### src/rtl/bw_write_queue_pkg.sv
// Shared definitions for the bridge write queue: default bus widths, the
// accepted address window, the FIFO depth and the combined entry width.
// The optional drop counter is enabled by defining BW_QUEUE_DROP_COUNT_EN.
package bw_write_queue_pkg;

  localparam int BW_AW         = 16;
  localparam int BW_DW         = 32;
  localparam int BW_DEPTH_LOG2 = 4;
  localparam int BW_ENTRY_W    = BW_AW + BW_DW;

  localparam logic [BW_AW-1:0] BW_WIN_LO = 16'h0010;
  localparam logic [BW_AW-1:0] BW_WIN_HI = 16'h00ff;

endpackage

### src/rtl/bw_write_queue_if.sv
// Bundle of the bridge-side write strobe and the target-side drain handshake.
// The slave modport is the queue's view; the master modport is the
// environment's view (bridge + target).
// drop_count exists only when BW_QUEUE_DROP_COUNT_EN is defined.
interface bw_write_queue_if
  import bw_write_queue_pkg::*;
#(
  parameter int AW         = BW_AW,
  parameter int DW         = BW_DW,
  parameter int DEPTH_LOG2 = BW_DEPTH_LOG2
);

  logic                  bw_write;
  logic [AW-1:0]         bw_addr;
  logic [DW-1:0]         bw_data;
  logic                  out_valid;
  logic                  out_ready;
  logic [AW-1:0]         out_addr;
  logic [DW-1:0]         out_data;
  logic [DEPTH_LOG2:0]   level;
  logic                  overflow;
  logic                  reject;
`ifdef BW_QUEUE_DROP_COUNT_EN
  logic [7:0]            drop_count;
`endif

  modport slave (
    input  bw_write, bw_addr, bw_data, out_ready,
    output out_valid, out_addr, out_data, level, overflow, reject
`ifdef BW_QUEUE_DROP_COUNT_EN
    , output drop_count
`endif
  );

  modport master (
    output bw_write, bw_addr, bw_data, out_ready,
    input  out_valid, out_addr, out_data, level, overflow, reject
`ifdef BW_QUEUE_DROP_COUNT_EN
    , input drop_count
`endif
  );

endinterface

### src/rtl/bw_queue_mem.sv
// Storage array for the write queue: one write port and one read port whose
// address is registered, so rdata always reflects the current contents of
// the slot addressed at the previous edge.
module bw_queue_mem
  import bw_write_queue_pkg::*;
#(
  parameter int DEPTH_LOG2 = BW_DEPTH_LOG2,
  parameter int EW         = BW_ENTRY_W
) (
  input  logic                  clk,
  input  logic                  we,
  input  logic [DEPTH_LOG2-1:0] waddr,
  input  logic [EW-1:0]         wdata,
  input  logic [DEPTH_LOG2-1:0] raddr,
  output logic [EW-1:0]         rdata
);

  logic [EW-1:0]         mem [1 << DEPTH_LOG2];
  logic [DEPTH_LOG2-1:0] raddr_q;

  // Write the addressed slot and capture the read address every cycle.
  always_ff @(posedge clk) begin
    if (we) mem[waddr] <= wdata;
    raddr_q <= raddr;
  end

  assign rdata = mem[raddr_q];

endmodule

### src/rtl/bw_write_queue.sv
// Write buffer behind the narrow-to-wide bridge. Window-filters incoming
// write strobes, queues accepted ones and drains them over valid/ready.
// The head entry is held in dedicated registers; the array read port
// always looks one slot past the head so a pop can refill the head in the
// same edge. Define BW_QUEUE_DROP_COUNT_EN to add a saturating drop counter.
module bw_write_queue
  import bw_write_queue_pkg::*;
#(
  parameter int            DEPTH_LOG2 = BW_DEPTH_LOG2,
  parameter int            AW         = BW_AW,
  parameter int            DW         = BW_DW,
  parameter logic [AW-1:0] WIN_LO     = AW'(BW_WIN_LO),
  parameter logic [AW-1:0] WIN_HI     = AW'(BW_WIN_HI)
) (
  input  logic             clk,
  input  logic             rst,
  bw_write_queue_if.slave  bw
);

  localparam int DEPTH = 1 << DEPTH_LOG2;
  localparam int PW    = DEPTH_LOG2 + 1;
  localparam int EW    = AW + DW;

  logic [PW-1:0] wptr, rptr, level_q;
  logic [PW-1:0] rptr_nxt, rptr_ahead;
  logic [AW-1:0] head_addr;
  logic [DW-1:0] head_data;
  logic          overflow_q, reject_q;
  logic          in_win, wr_attempt, empty, full, push, pop, drop_evt;
  logic [EW-1:0] rd_entry;

  // Out-of-window writes are rejected before any FIFO consideration, so
  // reject wins over overflow. bw_write gates every use of the address.
  assign in_win     = (bw.bw_addr >= WIN_LO) && (bw.bw_addr <= WIN_HI);
  assign wr_attempt = bw.bw_write && in_win;
  assign empty      = (level_q == '0);
  assign full       = (level_q == PW'(DEPTH));
  assign pop        = !empty && bw.out_ready;
  assign push       = wr_attempt && (!full || pop);
  assign drop_evt   = wr_attempt && full && !pop;

  assign rptr_nxt   = rptr + PW'(pop);
  assign rptr_ahead = rptr_nxt + PW'(1);

  bw_queue_mem #(
    .DEPTH_LOG2 (DEPTH_LOG2),
    .EW         (EW)
  ) u_mem (
    .clk   (clk),
    .we    (push),
    .waddr (wptr[DEPTH_LOG2-1:0]),
    .wdata ({bw.bw_addr, bw.bw_data}),
    .raddr (rptr_ahead[DEPTH_LOG2-1:0]),
    .rdata (rd_entry)
  );

  // Pointers, occupancy and the one-cycle drop/reject pulses.
  always_ff @(posedge clk or posedge rst) begin
    if (rst) begin
      wptr       <= '0;
      rptr       <= '0;
      level_q    <= '0;
      overflow_q <= 1'b0;
      reject_q   <= 1'b0;
    end else begin
      wptr       <= wptr + PW'(push);
      rptr       <= rptr_nxt;
      level_q    <= level_q + PW'(push) - PW'(pop);
      overflow_q <= drop_evt;
      reject_q   <= bw.bw_write && !in_win;
    end
  end

  // Head load: the incoming word when the queue is (or becomes) empty
  // underneath it, otherwise the next stored entry on a pop.
  always_ff @(posedge clk or posedge rst) begin
    if (rst) begin
      head_addr <= '0;
      head_data <= '0;
    end else if (push && (empty || (pop && level_q == PW'(1)))) begin
      head_addr <= bw.bw_addr;
      head_data <= bw.bw_data;
    end else if (pop && level_q > PW'(1)) begin
      head_addr <= rd_entry[EW-1:DW];
      head_data <= rd_entry[DW-1:0];
    end
  end

  assign bw.out_valid = !empty;
  assign bw.out_addr  = head_addr;
  assign bw.out_data  = head_data;
  assign bw.level     = level_q;
  assign bw.overflow  = overflow_q;
  assign bw.reject    = reject_q;

`ifdef BW_QUEUE_DROP_COUNT_EN
  logic [7:0] drop_cnt;

  // Saturating count of full-queue drops; rejects are not counted.
  always_ff @(posedge clk or posedge rst) begin
    if (rst) begin
      drop_cnt <= '0;
    end else if (drop_evt && drop_cnt != 8'hff) begin
      drop_cnt <= drop_cnt + 8'd1;
    end
  end

  assign bw.drop_count = drop_cnt;
`endif

endmodule

### src/flat_wrapper.sv
// flat-port wrapper written by rule: the top's interface ports become plain ports
module bw_write_queue_flat import bw_write_queue_pkg::*;
#(
  parameter int            DEPTH_LOG2 = BW_DEPTH_LOG2,
  parameter int            AW         = BW_AW,
  parameter int            DW         = BW_DW,
  parameter logic [AW-1:0] WIN_LO     = AW'(BW_WIN_LO),
  parameter logic [AW-1:0] WIN_HI     = AW'(BW_WIN_HI)
)
  (clk, rst, bw_bw_write, bw_bw_addr, bw_bw_data, bw_out_ready, bw_out_valid, bw_out_addr, bw_out_data, bw_level, bw_overflow, bw_reject);
  bw_write_queue_if #(.AW(AW), .DW(DW), .DEPTH_LOG2(DEPTH_LOG2)) bw_i ();
  input  logic clk;
  input  logic rst;
  input wire logic [$bits(bw_i.bw_write)-1:0] bw_bw_write;
  input wire logic [$bits(bw_i.bw_addr)-1:0] bw_bw_addr;
  input wire logic [$bits(bw_i.bw_data)-1:0] bw_bw_data;
  input wire logic [$bits(bw_i.out_ready)-1:0] bw_out_ready;
  output wire logic [$bits(bw_i.out_valid)-1:0] bw_out_valid;
  output wire logic [$bits(bw_i.out_addr)-1:0] bw_out_addr;
  output wire logic [$bits(bw_i.out_data)-1:0] bw_out_data;
  output wire logic [$bits(bw_i.level)-1:0] bw_level;
  output wire logic [$bits(bw_i.overflow)-1:0] bw_overflow;
  output wire logic [$bits(bw_i.reject)-1:0] bw_reject;
  assign bw_i.bw_write = bw_bw_write;
  assign bw_i.bw_addr = bw_bw_addr;
  assign bw_i.bw_data = bw_bw_data;
  assign bw_i.out_ready = bw_out_ready;
  assign bw_out_valid = bw_i.out_valid;
  assign bw_out_addr = bw_i.out_addr;
  assign bw_out_data = bw_i.out_data;
  assign bw_level = bw_i.level;
  assign bw_overflow = bw_i.overflow;
  assign bw_reject = bw_i.reject;
  bw_write_queue #(.DEPTH_LOG2(DEPTH_LOG2), .AW(AW), .DW(DW), .WIN_LO(WIN_LO), .WIN_HI(WIN_HI)) u_core (.clk(clk), .rst(rst), .bw(bw_i));
endmodule
### config.mk
export PLATFORM = sky130hd
export DESIGN_NAME = bw_write_queue_flat
export DESIGN_NICKNAME = d
export VERILOG_FILES = /design/src/rtl/bw_write_queue_pkg.sv /design/src/rtl/bw_write_queue_if.sv /design/src/rtl/bw_queue_mem.sv /design/src/rtl/bw_write_queue.sv /design/src/flat_wrapper.sv
export SDC_FILE = /design/constraint.sdc
export NUM_CORES = 1
export LEC_CHECK = 0
export BUFFER_PORTS_ARGS = -buffer_cell sky130_fd_sc_hd__buf_2
export CAP_MARGIN = 25
export CORE_UTILIZATION = 56
export DETAILED_ROUTE_END_ITERATION = 8
export GPL_ROUTABILITY_DRIVEN = 0
export PLACE_DENSITY = 0.83
export SLEW_MARGIN = 5
export SYNTH_ARGS = -nofsm -noshare
export SYNTH_HDL_FRONTEND = slang
export SYNTH_SLANG_ARGS = --single-unit
### constraint.sdc
create_clock -name clk -period 6.85 [get_ports clk]
set_input_delay 1.37 -clock clk [delete_from_list [all_inputs] [get_ports clk]]
set_output_delay 1.37 -clock clk [all_outputs]
set_load 0.005 [all_outputs]
==> metrics.md <==
| Metric | Value |
|---|---|
| Multi-input gate area | 6860 um2 |
| Layout area overhead | 12.9% |
| Max frequency | 219 MHz |
| DR pass1 iterations | 5 |
| Leak pwr | 11.8 nW |
| Clock slew seen by the registers of the worst setup and hold paths | 0.06 ns |
| CP peak stage delay | 1.00 ns |
| Worst-margin pin slew | 1.05 ns |
| Mapped Cells | 1,470 |
| Reg2Reg Depth | 6 |
| Vias in the first global route | 17,000 |
| Fin Setup TNS | 0 ns |
| Most used routing layer | met2 |
| Crit path cell chain | buf_2 > nor4_1 > nand4b_1 > nor3b_1 > and3_2 > buf_4 |
| WL per Instance | 31.3 um |
| Yosys warnings | 0 |
| Clk_lat worst skew | 0.64 ns |
| Met1 usage | 0.368 |
| Net count reported at finish | 1,676 |
| Initial antenna violation count | 1 |
| CP arrival | 4.86 ns |
| Pins Over Slew Limit | 0 |
| M3 GR Usage | 0.0507 |
| Sequential element share of the synthesized area | 0.774 |
| Via/cell ratio | 6.83 |
| Io pins | 108 |
| RSZ-0062 raised after global routing | no |
| Post-CTS setup buffer count | 0 |
| Sw frac | 0.286 |
| CTS H-tree depth | 3 |
| Crit path max-delay family | simple AND/OR/NAND/NOR gates |
| Int Pwr | 9.86 mW |
| Post-synth top flop | edfxtp_1 |
| HPWL Detailed | 40.1 mm |
| Critical path's slowest cell | and3_2 |
| Root buffer cell | clkbuf_16 |
| VDD IR max | 0.000314 V |
| CTS tree | done |
| Fillers | 3,518 |
| Period utilisation layout | 0.666 |
| Worst Hold Class | register to register |
| CP Launch Type | primary input |
| Pwr/cell area | 383 nW/um2 |
| Synth Net Count | 1,536 |
| Worst path bufs/invs | 2 |
| Rel. slew slack | 0.299 |
| Levels on crit path | 6 |
| MaxCap Viol Count | 0 |
| Cts repair resizes | 0 |
| Post-CTS Hold Fix Bufs | 0 |
| Switching power | 3.94 mW |
| Core area | 56,400 um2 |
| CTS Buffer Depth | 3 |
| Setup Crit Path Kind | primary input to register |
| GR Util All Layers | 0.269 |
| Initial DRC Count | 2,421 |
| Worst Hold Depth | 1 |
| Die ar. | 58,000 um2 |
| Met2 Use GR | 0.435 |
| Final ANT Viol Nets | 0 |
| Reg power frac | 0.439 |
| Gr ovfl total | 0 |
| Placed Instances | 2,282 |
| Share of cells above drive strength 1 | 0.302 |
| Remaining DRCs | 0 |
| PortBufs | 107 |
| Netlist cell types | 40 |
| Minimum clock period | 4.56 ns |
| Comb power frac | 0.245 |
| Die Height | 241 um |
| Core Rows | 87 |
| Synth Register Bits | 835 |
| Critical Path End Type | register |
| First-pass GRT wire length | 111 mm |
| Num Clock Sinks | 835 |
| Total CTS buffers | 80 |
| Async S/R FF share, synth | 0.0754 |
| Number of synthesized flops with an enable pin | 768 |
| Post-Layout Cell Count | 2,434 |
| Crit Path Max Fanout | 29 |
| Clk pwr share | 0.316 |
| WL final | 76.2 mm |
| Count of final hold-check violations | 0 |
| Mapped cell area | 31,900 um2 |
| Status | completed |
| CP required | 7.14 ns |
| Final Setup Violations | 0 |
| Die width | 241 um |
| Clock Skew | 0.0212 ns |
| Starting Density | 0.566 |
| Syn Area/Cell | 21.7 um2 |
| Largest net degree at the start of global routing | 81 |
| Most frequent cells in the layout | edfxtp_1 (768), mux4_2 (200), buf_2 (107) |
| Vias | 16,600 |
| Register area | 24,700 um2 |
| Commonest non-fill, non-tap cell in the layout | edfxtp_1 |
-- layer usage --
| layer | wire length (um) | vias up |
|---|---|---|
| li1 | - | 6498 |
| met1 | 27800 | 8641 |
| met2 | 37900 | 1279 |
| met3 | 7940 | 217 |
| met4 | 2510 | 0 |
| met5 | 0 | - |
-- cell families after synthesis --
kind of cell    share of synthesized area
compound gates                     0.0395
mux                                 0.141
flops                               0.774
simple gates                       0.0232
buf+inv                            0.0140
xor+xnor                          0.00247
fa+ha+maj                         0.00572
-- stage by stage --
step                      power (mW)  instance area [um2]  setup WS, ns  hold slack [ns]   util
after floorplan                 8.42                31900         0.264            0.462      -
after global placement          9.36                33400          2.28            0.477  0.593
after detailed placement        9.44                33400          2.01            0.483  0.593
after CTS                       13.8                36000          2.45            0.496  0.639
after global routing            14.2                36100          2.25            0.531  0.640
final                           13.8                36100          2.29            0.489  0.640
-- Yosys cell counts (2+ instances only) --
| cell | number | area, um2 |
|---|---|---|
| a21o_1 | 40 | 300 |
| a21oi_1 | 2 | 10.0 |
| a22oi_1 | 80 | 601 |
| a31o_1 | 4 | 35.0 |
| a31o_2 | 4 | 35.0 |
| a31oi_1 | 40 | 250 |
| and2_1 | 2 | 12.5 |
| and3_1 | 8 | 50.1 |
| buf_1 | 2 | 7.51 |
| buf_2 | 24 | 120 |
| buf_6 | 4 | 45.0 |
| clkbuf_1 | 60 | 225 |
| dfrtp_1 | 63 | 1580 |
| dfxtp_1 | 4 | 80.1 |
| edfxtp_1 | 768 | 23100 |
| ha_1 | 13 | 163 |
| inv_1 | 11 | 41.3 |
| mux4_2 | 200 | 4500 |
| nand2_1 | 44 | 165 |
| nand2b_1 | 2 | 12.5 |
| nand3_1 | 3 | 15.0 |
| nor2_1 | 7 | 26.3 |
| nor2b_1 | 11 | 68.8 |
| nor3_1 | 4 | 20.0 |
| nor3b_1 | 4 | 30.0 |
| nor4_1 | 43 | 269 |
| o21bai_1 | 2 | 15.0 |
| or3_1 | 2 | 12.5 |
| xnor2_1 | 5 | 43.8 |
| xor2_1 | 4 | 35.0 |
-- power groups by stage --
stage | Clock (mW) | Combinational (mW) | Sequential (mW)
after floorplan | 0 | 2.46 | 5.96
after global placement | 0 | 3.21 | 6.15
after detailed placement | 0 | 3.29 | 6.15
after CTS | 4.38 | 3.40 | 6.06
after global routing | 4.58 | 3.59 | 6.08
final | 4.36 | 3.39 | 6.06
-- worst reg2reg max path: stages (launching register included) --
cell and delay (ns):
dfrtp_1 0.37, inv_1 0.09, ha_1 0.21, and4_2 0.39, nor3b_1 0.86, and3_2 1.00
buf_4 0.47
-- worst paths after layout --
check | start | to | slack (ns)
hold / removal | u_core.rptr[3] | u_core.rptr[3] | 0.49
setup reg to reg | u_core.bw.level[2] | u_core.u_mem.mem[13][36] | 3.11
min in group asynchronous | rst | u_core.bw.out_addr[7] | 0.85
setup / recovery | bw_bw_addr[11] | u_core.u_mem.mem[13][36] | 2.29
hold reg to reg | u_core.rptr[3] | u_core.rptr[3] | 0.49
max in group asynchronous | rst | u_core.bw.out_addr[12] | 5.39
-- registers in the layout, indices dropped and copies added, names as in the netlist, named ones only --
| signal | cells |
|---|---|
| u_core.u_mem.mem | 768 |
| u_core.bw.out_data | 32 |
| u_core.bw.out_addr | 16 |
| u_core.bw.level | 5 |
| u_core.rptr | 4 |
| u_core.wptr | 4 |
| u_core.bw.overflow | 1 |
| u_core.bw.reject | 1 |
-- layout make-up --
cell class,instances,share of cell area
inverter,11,0.00118
timing repair buffer,149,0.0247
tap,756,0.0262
antenna,1,0.0000694
multi-input combinational,533,0.190
clock buffer,114,0.0635
clock inverter,35,0.00836
sequential,835,0.686
Power figures use the tool's default switching activity.
